[config.mk]
export PLATFORM = sky130hd
export DESIGN_NAME = clock_mode_ctrl
export DESIGN_NICKNAME = d
export VERILOG_FILES = /design/src/rtl/clock_mode_ctrl.sv
export SDC_FILE = /design/constraint.sdc
export NUM_CORES = 1
export LEC_CHECK = 0
export CAP_MARGIN = 30
export CORE_MARGIN = 5
export CORE_UTILIZATION = 40
export DETAILED_ROUTE_END_ITERATION = 10
export PLACE_DENSITY_LB_ADDON = 0.2
export SLEW_MARGIN = 10
export SYNTH_ARGS = -nofsm -noshare
export SYNTH_HDL_FRONTEND = slang
export SYNTH_SLANG_ARGS = --single-unit
[constraint.sdc]
create_clock -name clk -period 1.65 [get_ports clk]
set_clock_uncertainty 0.2 [all_clocks]
set_input_delay 0.33 -clock clk [delete_from_list [all_inputs] [get_ports clk]]
set_output_delay 0.33 -clock clk [all_outputs]
set_load 0.05 [all_outputs]
[src/rtl/clock_mode_ctrl.sv]
// Display-mode sequencer for the hour-display converter: local/world clock, country, 12H/24H.
// Optional auto-rotation among countries is built only when CLOCK_MODE_AUTO_ROT_EN is defined.
module clock_mode_ctrl #(
    parameter int TIMEOUT_S = 30,
    parameter int ROT_S     = 5
) (
    input  logic clk,
    input  logic rst_n,
    input  logic tick_1hz,
    input  logic btn_mode,
    input  logic btn_h24,
    input  logic auto_rot,
    output logic world_clock,
    output logic h24,
    output logic usa,
    output logic england,
    output logic spain,
    output logic mode_chg
);

    typedef enum logic [1:0] {LOCAL, USA, ENG, SPA} state_t;

    localparam logic [7:0] TO_LIM  = 8'(TIMEOUT_S);
    localparam logic [7:0] ROT_LIM = 8'(ROT_S);

    state_t     state, state_nxt;
    logic [7:0] idle_cnt, idle_nxt;
    logic       h24_nxt;
    logic       is_world;
    logic       timeout_hit;
    logic       rot_hit;
    logic [4:0] outs_prev;

    function automatic state_t next_mode(input state_t s);
        case (s)
            LOCAL:   return USA;
            USA:     return ENG;
            ENG:     return SPA;
            default: return LOCAL;
        endcase
    endfunction

    // Rotation cycles countries only; LOCAL is never entered this way.
    function automatic state_t next_country(input state_t s);
        case (s)
            USA:     return ENG;
            ENG:     return SPA;
            SPA:     return USA;
            default: return s;
        endcase
    endfunction

    assign is_world    = (state != LOCAL);
    assign timeout_hit = is_world && tick_1hz && (TO_LIM != 8'd0) && (idle_cnt >= TO_LIM - 8'd1);

`ifdef CLOCK_MODE_AUTO_ROT_EN
    logic [7:0] rot_cnt, rot_nxt;

    assign rot_hit = is_world && auto_rot && tick_1hz && (rot_cnt >= ROT_LIM - 8'd1);

    always_comb begin
        rot_nxt = rot_cnt;
        if (btn_mode || btn_h24 || !auto_rot || !is_world || timeout_hit || rot_hit)
            rot_nxt = 8'd0;
        else if (tick_1hz && rot_cnt != 8'hff)
            rot_nxt = rot_cnt + 8'd1;
    end

    always_ff @(posedge clk or negedge rst_n) begin
        if (!rst_n) rot_cnt <= 8'd0;
        else        rot_cnt <= rot_nxt;
    end
`else
    logic unused_auto_rot;
    logic [7:0] unused_rot_lim;
    assign unused_auto_rot = auto_rot;
    assign unused_rot_lim  = ROT_LIM;
    assign rot_hit         = 1'b0;
`endif

    // Priority: mode button, then timeout, then rotation; h24 toggles independently.
    always_comb begin
        state_nxt = state;
        idle_nxt  = idle_cnt;
        h24_nxt   = h24 ^ btn_h24;
        if (btn_mode)
            state_nxt = next_mode(state);
        else if (timeout_hit)
            state_nxt = LOCAL;
        else if (rot_hit)
            state_nxt = next_country(state);

        // A rotation step deliberately leaves the idle count running.
        if (btn_mode || btn_h24 || timeout_hit || !is_world)
            idle_nxt = 8'd0;
        else if (tick_1hz && idle_cnt != 8'hff)
            idle_nxt = idle_cnt + 8'd1;
    end

    always_ff @(posedge clk or negedge rst_n) begin
        if (!rst_n) begin
            state       <= LOCAL;
            idle_cnt    <= 8'd0;
            world_clock <= 1'b0;
            h24         <= 1'b0;
            usa         <= 1'b0;
            england     <= 1'b0;
            spain       <= 1'b0;
            outs_prev   <= 5'd0;
            mode_chg    <= 1'b0;
        end else begin
            state       <= state_nxt;
            idle_cnt    <= idle_nxt;
            world_clock <= (state_nxt != LOCAL);
            h24         <= h24_nxt;
            usa         <= (state_nxt == USA);
            england     <= (state_nxt == ENG);
            spain       <= (state_nxt == SPA);
            // Compare against last cycle's outputs so the pulse lands one cycle after the change.
            outs_prev   <= {world_clock, h24, usa, england, spain};
            mode_chg    <= ({world_clock, h24, usa, england, spain} != outs_prev);
        end
    end

endmodule

==> impl_metrics.ini <==
[status]
status = finished with violations
violations = negative setup slack

[floorplanning]
num_rows = 18
num_io_pins = 12
die_w_um = 59.55
coreArea_mm2 = 0.002410
die_h_um = 59.55
start_util = 0.4076
dieArea_mm2 = 0.003546

[clocking]
cts_max_path_buffers = 2
cts_hold_buffers = 0
cts_tree = built
cts.sink_count = 21
cts-buffers-inserted = 3
cts_root_buffer = clkbuf_4
htree_levels = 1
clk_pin_slew_ns = 0.11
clock_latency_ns = 0.29

[yosys]
netlist_top_cells_count = 21 x dfrtp_1, 10 x nor2_1, 5 x ha_1, 5 x inv_1, 5 x nand3_1
yosys.area.top_type = dfrtp_1
synth_edf_count = 0
avgSynthCellArea_um2 = 11.42
yosys-top-cells-area = dfrtp_1 54%, ha_1 6.4%, nor2_1 3.8%
ys.flop_type = dfrtp_1
ys_ff_latch = 21
syn_area_um2 = 982.2
yosys.area.top_type_share = 0.5350
synth_cells = 86
synth_nets = 97
yosys_warnings = 0
async_flop_share = 1.000
synth.distinct_cells = 28
post-synth-top-count-cell = dfrtp_1
seq_area_frac_synth = 0.5350

[global_route]
grt_max_degree = 22
grt_pass1_vias = 746
antenna_found_initial = 0
overflow = 0
grt_usage = 0.1172
grt_pass1_wl_um = 3208

[worst_setup_path]
worst-r2r-setup-slack_ns = -0.16
crit_buf_inv = 0
critPathKind = flip-flop to flip-flop
required_ns = 1.65
path_delay_family = compound AO/OA/AOI/OAI gates
worstPathCellList = ha_2 > nand2b_4 > a2111oi_4 > nor3_2 > o32ai_2
endpoint_kind = flip-flop
cp_data_arrival_time_ns = 1.81
startpoint_type = flip-flop
cp_slowest_stage_delay_ns = 0.42
path_max_fanout = 6
cp_slowest_cell = dfrtp_1

[timing]
hold_ws_ns = 0.1773
timing.final.crit_period_ns = 1.808
worst_pin_slew_ns = 0.4070
setup_slack_ns = -0.1579
setup_viol_count_final = 8
fmax_mhz = 553.1
fin_crit_sh = 1.096
report.final.slew_viol_count = 0
finalHoldViolCount = 0
rsz0062_at_grt = yes
relSlewSlack = 0.7272

[power]
p_per_area_mw_per_mm2 = 1422
ir_drop_mv = 1.021
leakagePower_nw = 0.5871

[drt]
met1_length_um = 831
wl_met3_um = 58
viasPerCell = 4.924
route.detailed.drc = 0
wl_per_cell_um = 11.90
drtIter0Drc = 13
vias = 709
drt_wl_total_um = 1714
antenna_left = 0
dr_wl_met2_um = 806
drt_first_pass_iters = 4
route.top_layer_used = met4

[place]
io_buffers = 10
dp.final_hpwl_um = 1350
placed_area_mm2 = 0.001301
place_congestion = 0.8487

[final_layout]
fin_area_mm2 = 0.001335
area_growth_pct = 35.92
num_antenna_cells = 0
nets = 126
n_fill_cell = 205
layout-drive-gt1-share = 0.2982

[min_path]
min_path_type = input pin to asynchronous set/reset pin

[job]
cap_violations = 0
==> kinds of logic after synthesis <==
group / Yosys count / synth area share
AO/OA/AOI/OAI: 19 / 0.1631
XOR/XNOR: 7 / 0.06242
adder cells (fa/ha/maj): 5 / 0.06369
buffers and inverters: 6 / 0.02293
flip-flops: 21 / 0.5350
multiplexers: 1 / 0.01019
AND/OR/NAND/NOR: 27 / 0.1427
==> state kept, by name, indices dropped and copies added, names as in the netlist <==
register / count
world_clock: 1
usa: 1
outs_prev: 5
h24: 1
spain: 1
state: 2
mode_chg: 1
england: 1
idle_cnt: 8
==> cell usage in the layout, fill, tap and decap left out, types with 3 or more instances in the layout <==
cell type	count
xnor2_1	3
inv_1	4
buf_4	15
clkdlybuf4s50_1	4
buf_12	6
ha_1	3
clkbuf_4	3
dfrtp_1	21
nor3_1	3
xor2_1	4
o31ai_1	4
a31oi_1	3
nor2_1	10
o21ai_0	3
nand3_1	5
==> stage by stage <==
stage                     cells  TNS [ns]  setup slack, ns  utilization  total power [mW]
after floorplan              86  -0.07298         -0.03269            -             1.273
after global placement      140    -1.341          -0.1686       0.5400             1.660
after detailed placement    140    -1.468          -0.1744       0.5400             1.680
after CTS                   144    -1.026          -0.1492       0.5509             1.920
after global routing        144    -2.136          -0.2420       0.5540             2.024
final                       144   -0.8782          -0.1579       0.5540             1.899
==> metal layers <==
metal | up-vias | global-route usage
li1 | 364 | -
met1 | 332 | 0.1589
met2 | 11 | 0.1888
met3 | 2 | 0.02179
met4 | 0 | 0.03797
met5 | - | 0
==> power breakdown <==
part	internal, mW	switching, mW	leakage (nW)
combinational	0.434	0.459	0.303
clock	0.0938	0.138	0.0150
sequential	0.649	0.126	0.269
total	1.18	0.722	0.587
==> repair_timing <==
item / in CTS / in global routing
gates resized for setup: 1 / 1
buffers inserted: 0 / 0
setup endpoints to repair: 14 / 14
pin swaps: 0 / 7
==> worst register-to-register path, delay by kind of cell, from the launching register on <==
family	cells	cell delay, ns
compound gates	2	0.63
flops	1	0.42
fa+ha+maj	1	0.18
simple gates	2	0.28
==> cell type report <==
class | instances | area, um^2 | area share
Sequential cell | 21 | 525.5 | 0.3936
Tap cell | 30 | 37.54 | 0.02812
Multi-Input combinational cell | 59 | 454.2 | 0.3402
Inverter | 5 | 18.77 | 0.01406
Timing Repair Buffer | 25 | 272.8 | 0.2043
Clock buffer | 4 | 26.28 | 0.01968
==> path summary, 6_finish.rpt <==
check / startpoint / to / cells after the start
hold / removal: rst_n / state[0] / 2
hold reg to reg: england / outs_prev[1] / 0
setup reg to reg: idle_cnt[0] / spain / 5
setup / recovery: idle_cnt[0] / spain / 5
max in group asynchronous: rst_n / outs_prev[2] / 2
min in group clk: england / outs_prev[1] / 0
Power figures use the tool's default switching activity.
